$ cat config.mk
export PLATFORM = sky130hd
export DESIGN_NAME = snes_multi_poller
export DESIGN_NICKNAME = d
export VERILOG_FILES = /design/src/rtl/snes_multi_poller.sv
export SDC_FILE = /design/constraint.sdc
export NUM_CORES = 1
export LEC_CHECK = 0
export CELL_PAD_IN_SITES_DETAIL_PLACEMENT = 1
export CELL_PAD_IN_SITES_GLOBAL_PLACEMENT = 1
export CORE_MARGIN = 2
export CORE_UTILIZATION = 43
export DETAILED_ROUTE_END_ITERATION = 7
export HOLD_SLACK_MARGIN = 0.08
export PLACE_DENSITY = 0.77
export SYNTH_ARGS = -nofsm -noshare
export SYNTH_HDL_FRONTEND = slang
export SYNTH_SLANG_ARGS = --single-unit
$ cat constraint.sdc
create_clock -name clk_50 -period 4.6 [get_ports clk_50]
set_input_delay 0.46 -clock clk_50 [delete_from_list [all_inputs] [get_ports clk_50]]
set_output_delay 0.46 -clock clk_50 [all_outputs]
set_load 0.03 [all_outputs]
$ cat src/rtl/snes_multi_poller.sv
// -----------------------------------------------------------------------------
// snes_multi_poller
//   Polls NUM_PADS SNES/NES style serial pads over one shared latch/clock pair
//   at a fixed rate. It returns registered active-high button vectors, a
//   one-cycle "newly pressed" pulse per button and a one-cycle update strobe.
//
//   Optional feature macro: PAD_DETECT_EN
//     defined   : a pad whose line reads all zeros for a whole frame is treated
//                 as absent. Its pad_present bit clears and its buttons and
//                 pressed slices load as zero.
//     undefined : pad_present reads all ones after the first completed frame,
//                 and raw data loads unfiltered.
//
// Ports
//   clk_50            in   system clock
//   reset             in   asynchronous, active-high
//   enable            in   1 = new frames may start
//   controller_dout   in   per-pad serial data, active-low, asynchronous
//   controller_latch  out  shared latch, active-high
//   controller_clk    out  shared clock, idles high
//   buttons           out  pad p bit i at [p*NUM_BITS+i], 1 = pressed
//   pressed           out  one-cycle pulse per newly pressed button
//   updated           out  one-cycle pulse when buttons/pressed load
//   pad_present       out  per-pad presence flag
//   dbg_state_o       out  current FSM state (IDLE=0 LATCH=1 HIGH=2 LOW=3 DONE=4)
// -----------------------------------------------------------------------------
module snes_multi_poller #(
   parameter int NUM_PADS    = 2,
   parameter int NUM_BITS    = 16,
   parameter int CLK_DIV     = 300,
   parameter int POLL_PERIOD = 833333
) (
   input  logic                         clk_50,
   input  logic                         reset,
   input  logic                         enable,
   input  logic [NUM_PADS-1:0]          controller_dout,
   output logic                         controller_latch,
   output logic                         controller_clk,
   output logic [NUM_PADS*NUM_BITS-1:0] buttons,
   output logic [NUM_PADS*NUM_BITS-1:0] pressed,
   output logic                         updated,
   output logic [NUM_PADS-1:0]          pad_present,
   output logic [2:0]                   dbg_state_o
);

   localparam int TW = (POLL_PERIOD > 2) ? $clog2(POLL_PERIOD) : 1;
   localparam int CW = $clog2(2 * CLK_DIV);
   localparam int IW = (NUM_BITS > 1) ? $clog2(NUM_BITS) : 1;
   localparam int VW = NUM_PADS * NUM_BITS;

   localparam logic [TW-1:0] TIMER_RELOAD = TW'(POLL_PERIOD - 1);
   localparam logic [TW-1:0] TIMER_ONE    = TW'(1);
   localparam logic [CW-1:0] LATCH_LAST   = CW'(2 * CLK_DIV - 1);
   localparam logic [CW-1:0] DIV_LAST     = CW'(CLK_DIV - 1);
   localparam logic [CW-1:0] CNT_ONE      = CW'(1);
   localparam logic [IW-1:0] IDX_LAST     = IW'(NUM_BITS - 1);
   localparam logic [IW-1:0] IDX_ONE      = IW'(1);

   typedef enum logic [2:0] {
      S_IDLE  = 3'd0,
      S_LATCH = 3'd1,
      S_HIGH  = 3'd2,
      S_LOW   = 3'd3,
      S_DONE  = 3'd4
   } state_t;

   state_t           state_q, state_d;
   logic [TW-1:0]    timer_q, timer_d;
   logic [CW-1:0]    cnt_q, cnt_d;
   logic [IW-1:0]    idx_q, idx_d;
   logic             latch_q, latch_d;
   logic             sclk_q, sclk_d;
   logic [NUM_PADS-1:0] sync1_q, sync2_q;
   logic [VW-1:0]    shadow_q;
   logic [VW-1:0]    buttons_q, pressed_q;
   logic             updated_q;
   logic [NUM_PADS-1:0] present_q;

   logic             shift_en;
   logic             load_en;
   logic [VW-1:0]    btn_new, prs_new;
   logic [NUM_PADS-1:0] present_new;

   // -------------------------------------------------------------------------
   // Next-state logic. The poll timer runs freely down to zero and is
   // reloaded only when a frame starts, so the latch-to-latch spacing equals
   // POLL_PERIOD whenever the frame fits inside it.
   // -------------------------------------------------------------------------
   always_comb begin
      state_d  = state_q;
      cnt_d    = cnt_q;
      idx_d    = idx_q;
      timer_d  = (timer_q != '0) ? (timer_q - TIMER_ONE) : '0;
      shift_en = 1'b0;
      load_en  = 1'b0;

      case (state_q)
         S_IDLE: begin
            if ((timer_q == '0) && enable) begin
               state_d = S_LATCH;
               cnt_d   = '0;
               timer_d = TIMER_RELOAD;
            end
         end
         S_LATCH: begin
            if (cnt_q == LATCH_LAST) begin
               state_d = S_HIGH;
               cnt_d   = '0;
               idx_d   = '0;
            end else begin
               cnt_d = cnt_q + CNT_ONE;
            end
         end
         S_HIGH: begin
            if (cnt_q == DIV_LAST) begin
               // Sample on the last high cycle, when the pad output has
               // had the whole half period to settle through the synchroniser.
               shift_en = 1'b1;
               state_d  = S_LOW;
               cnt_d    = '0;
            end else begin
               cnt_d = cnt_q + CNT_ONE;
            end
         end
         S_LOW: begin
            if (cnt_q == DIV_LAST) begin
               cnt_d = '0;
               if (idx_q == IDX_LAST) begin
                  state_d = S_DONE;
               end else begin
                  idx_d   = idx_q + IDX_ONE;
                  state_d = S_HIGH;
               end
            end else begin
               cnt_d = cnt_q + CNT_ONE;
            end
         end
         S_DONE: begin
            load_en = 1'b1;
            state_d = S_IDLE;
         end
         default: begin
            state_d = S_IDLE;
         end
      endcase

      // Pin levels are registered from the next state so they switch
      // glitch-free in step with state_q.
      latch_d = (state_d == S_LATCH);
      sclk_d  = (state_d != S_LOW);
   end

   // -------------------------------------------------------------------------
   // Frame result: shadow data, optionally filtered for absent pads.
   // -------------------------------------------------------------------------
   always_comb begin
      btn_new     = '0;
      present_new = '0;
      for (int p = 0; p < NUM_PADS; p++) begin
`ifdef PAD_DETECT_EN
         // An all-zero line inverts to all ones: treat it as a missing pad.
         if (&shadow_q[p*NUM_BITS +: NUM_BITS]) begin
            btn_new[p*NUM_BITS +: NUM_BITS] = '0;
            present_new[p]                  = 1'b0;
         end else begin
            btn_new[p*NUM_BITS +: NUM_BITS] = shadow_q[p*NUM_BITS +: NUM_BITS];
            present_new[p]                  = 1'b1;
         end
`else
         btn_new[p*NUM_BITS +: NUM_BITS] = shadow_q[p*NUM_BITS +: NUM_BITS];
         present_new[p]                  = 1'b1;
`endif
      end
      prs_new = btn_new & ~buttons_q;
   end

   // -------------------------------------------------------------------------
   // Registers
   // -------------------------------------------------------------------------
   always_ff @(posedge clk_50 or posedge reset) begin
      if (reset) begin
         state_q   <= S_IDLE;
         timer_q   <= '0;
         cnt_q     <= '0;
         idx_q     <= '0;
         latch_q   <= 1'b0;
         sclk_q    <= 1'b1;
         sync1_q   <= '1;
         sync2_q   <= '1;
         shadow_q  <= '0;
         buttons_q <= '0;
         pressed_q <= '0;
         updated_q <= 1'b0;
         present_q <= '0;
      end else begin
         state_q   <= state_d;
         timer_q   <= timer_d;
         cnt_q     <= cnt_d;
         idx_q     <= idx_d;
         latch_q   <= latch_d;
         sclk_q    <= sclk_d;
         sync1_q   <= controller_dout;
         sync2_q   <= sync1_q;

         if (shift_en) begin
            for (int p = 0; p < NUM_PADS; p++) begin
               shadow_q[p*NUM_BITS + int'(idx_q)] <= ~sync2_q[p];
            end
         end

         pressed_q <= '0;
         updated_q <= 1'b0;
         if (load_en) begin
            buttons_q <= btn_new;
            pressed_q <= prs_new;
            updated_q <= 1'b1;
            present_q <= present_new;
         end
      end
   end

   assign controller_latch = latch_q;
   assign controller_clk   = sclk_q;
   assign buttons          = buttons_q;
   assign pressed          = pressed_q;
   assign updated          = updated_q;
   assign pad_present      = present_q;
   assign dbg_state_o      = state_q;

endmodule

==> summary.txt <==
Run status
  – Status: complete, no violations

STA
  – Fin worst setup slack: 1811 ps
  – Setup TNS Final: 0 ps
  – Final period util: 60.64%
  – Final Hold Vio Count: 0
  – Finish-stage setup viols: 0
  – Max_slew headroom: 32.58%
  – Min Tclk post-route: 2789 ps
  – Actual slew at the worst max-slew pin: 1011 ps
  – Fmax: 358.5 MHz
  – Final Max Tran Viols: 0
  – Setup Skew: 7.408 ps
  – Unrepaired setup endpoints after global routing: no

Placement
  – Setup WS pre-CTS: 1803 ps
  – Port Buffers: 76
  – GP Congestion: 0.8112
  – Detail Placement HPWL: 8822 um

Finish
  – Most common cell after layout, fill and taps aside: dfrtp_1
  – Ant. Diodes: 0
  – Area delta synth->final: 24.49%
  – Nets: 615
  – Layout cells sized above 1: 9.268%
  – Most frequent cells in the layout: 136 x dfrtp_1, 76 x nand2_1, 76 x clkdlybuf4s50_1, 38 x o21ai_0, 27 x nor3b_1

Routing
  – Routed Antenna Nets: 0
  – Wire per inst: 16.43 um
  – Drt drc: 0
  – 1st-iter DRT viols: 259
  – First-pass DRT Iterations: 4
  – Drt via density: 5.268
  – Vias: 4167
  – Total Routed Length: 13000 um

Global route
  – First-pass GRT wire length: 22280 um
  – Number of global-route vias before repair: 4394
  – GRT Util Overall: 19.55%
  – Total gr overflow: 0
  – Largest net degree at the start of global routing: 116
  – Antenna violations before repair: 0

Synthesis
  – Main combinational cell family by area after synthesis: simple AND/OR/NAND/NOR gates
  – Post-synth EDFFs: 0
  – Cell variety after synth: 54
  – Synth area leaders: dfrtp_1 58%, nand2_1 4.9%, nor3b_1 3.4%, o21ai_0 3.2%, dfstp_2 2.2%
  – Post-synthesis simple-gate area fraction: 20.34%
  – Adder-Cell Fraction of Synth Area: 1.491%
  – Area leader, netlist: dfrtp_1
  – Syn. warnings: 0
  – Asr flop ratio synth: 100.0%
  – Syn_nets: 543
  – Post-Syn Area: 0.005876 mm^2
  – Synth top area share: 57.92%
  – XOR/XNOR Fraction of Synth Area: 2.236%
  – Multiplexer share of the synthesized area: 3.812%
  – Post-synthesis compound-gate area fraction: 8.049%
  – FF+latch count, synth: 141
  – Top FF cell, synth: dfrtp_1
  – Post-Synthesis Cells: 531
  – Register area share after synthesis: 60.16%
  – Avg Cell Area, Syn: 11.07 um^2

Pwr
  – VDD IR max: 0.0001764 V
  – Switching power: 510.6 uW
  – Lkg Pwr: 3.270 nW
  – Internal: 2.099 mW
  – Comb power frac: 1.1%
  – Total power: 2.609 mW
  – Sequential share of power: 47.9%
  – Clock share of power: 51.0%
  – P per Cell Area: 356.7 mW/mm^2
  – Switch share: 19.57%

Worst setup path
  – WP data required: 4920 ps
  – Endpoint class of the critical path: flip-flop
  – Kind of critical path: reg -> reg
  – CP startpoint kind: flip-flop
  – Max FO, Critical Path: 21
  – Worst endpoint data arrival time: 3110 ps

Clock tree
  – # hold bufs at CTS: 0
  – CTS tree: done
  – CTS H-tree lvls: 4
  – Clock Tree Buf Depth: 2
  – CTS resizes: 0
  – CTS root buffer: clkbuf_16
  – Post-CTS Setup Bufs: 0
  – Cts bufs inserted: 17
  – Worst-skew pair later-pin latency: 420 ps
  – CTS sink cnt: 141
  – Clock slew at reported path FFs: 50 ps

Job
  – Number of max-cap violations: 0

Floorplan
  – DIE WIDTH: 120.9 um
  – Starting Density: 44.19%
  – # rows: 42
  – Die area: 0.01462 mm^2
  – # IOs: 77
  – Chip Height: 120.9 um
  – Total core area: 0.01330 mm^2

Min path
  – Worst hold path class: reg -> reg
==> area by class of cell <==
cell class,instances,area [um^2]
clock buffers,25,495.5
clock inverters,6,83.83
fillers,1394,5981
inverters,23,91.34
multi-input cells,342,2113
flip-flops and latches,141,3535
well taps,176,220.2
repair buffers,78,775.7
==> worst max-delay path, cell delays in order (launching register included) <==
cell and delay [ps]:
dfrtp_1 430, or4_4 610, nor2_2 240, and2_1 580, nand4b_1 570, o21ai_0 270
==> power groups by stage <==
stage	logic (mW)	registers (mW)	clock network (mW)
floorplan	0.0204	1.27	0
global placement	0.0302	1.27	0
detailed placement	0.0302	1.27	0
CTS	0.0303	1.25	1.35
global route	0.0336	1.25	1.41
finish	0.0284	1.25	1.33
==> synthesized netlist by cell type, drive strengths merged (2+ instances only) <==
| cell type | instances |
|---|---|
| or4 | 5 |
| nor4 | 8 |
| nand4b | 2 |
| or3 | 10 |
| mux2i | 10 |
| xnor2 | 8 |
| nand3 | 18 |
| nor2b | 4 |
| nand3b | 2 |
| a311oi | 2 |
| buf | 13 |
| dfrtp | 136 |
| xor2 | 7 |
| or3b | 2 |
| nor3 | 17 |
| ha | 7 |
| inv | 23 |
| nor2 | 21 |
| and3 | 5 |
| dfstp | 5 |
| a31oi | 13 |
| nor3b | 27 |
| nand2b | 6 |
| nand4 | 2 |
| a21oi | 19 |
| clkbuf | 12 |
| o31ai | 2 |
| mux2 | 11 |
| and2 | 5 |
| a21o | 5 |
| o21ai | 39 |
| nand2 | 77 |
==> state kept, by name, indices dropped and copies added, names as in the netlist, 2 cells and up <==
register	count
btn_new	32
buttons	32
pressed	32
timer_q	20
cnt_q	10
idx_q	4
dbg_state_o	3
sync1_q	2
sync2_q	2
==> logic make-up after synthesis <==
logic type,count (synthesis)
compound gates,84
xor+xnor,15
fa+ha+maj,7
buf+inv,48
flops,141
mux,21
simple gates,215
==> worst paths after layout <==
kind	slack (ps)	to	cells after the start	startpoint
max	1810	timer_q[13]	5	timer_q[8]
min	360	sync2_q[0]	0	sync1_q[0]
max reg2reg	1810	timer_q[13]	5	timer_q[8]
min reg2reg	360	sync2_q[0]	0	sync1_q[0]
max in group asynchronous	2970	controller_clk	3	reset
min in group asynchronous	630	buttons[29]	2	reset
==> per-stage QoR <==
stage	hold slack, ps	utilization [%]	std cells	cell area (um^2)
4_1_cts	355.5	55.02	791	7315
5_1_grt	362.4	55.02	791	7315
3_5_place_dp	347.5	50.66	760	6735
3_3_place_gp	345.7	50.66	760	6735
6_report	355.2	55.02	791	7315
2_1_floorplan	345.2	-	531	5876
==> metal layers <==
| layer | wire length, um | global-route usage (%) | up-vias |
|---|---|---|---|
| met5 | 0 | 0 | - |
| met4 | 228 | 7.122 | 0 |
| met3 | 416 | 4.464 | 20 |
| met2 | 6400 | 31.95 | 67 |
| met1 | 5950 | 25.55 | 2106 |
| li1 | - | - | 1974 |
Note: power is estimated with default switching activity, not from simulation.
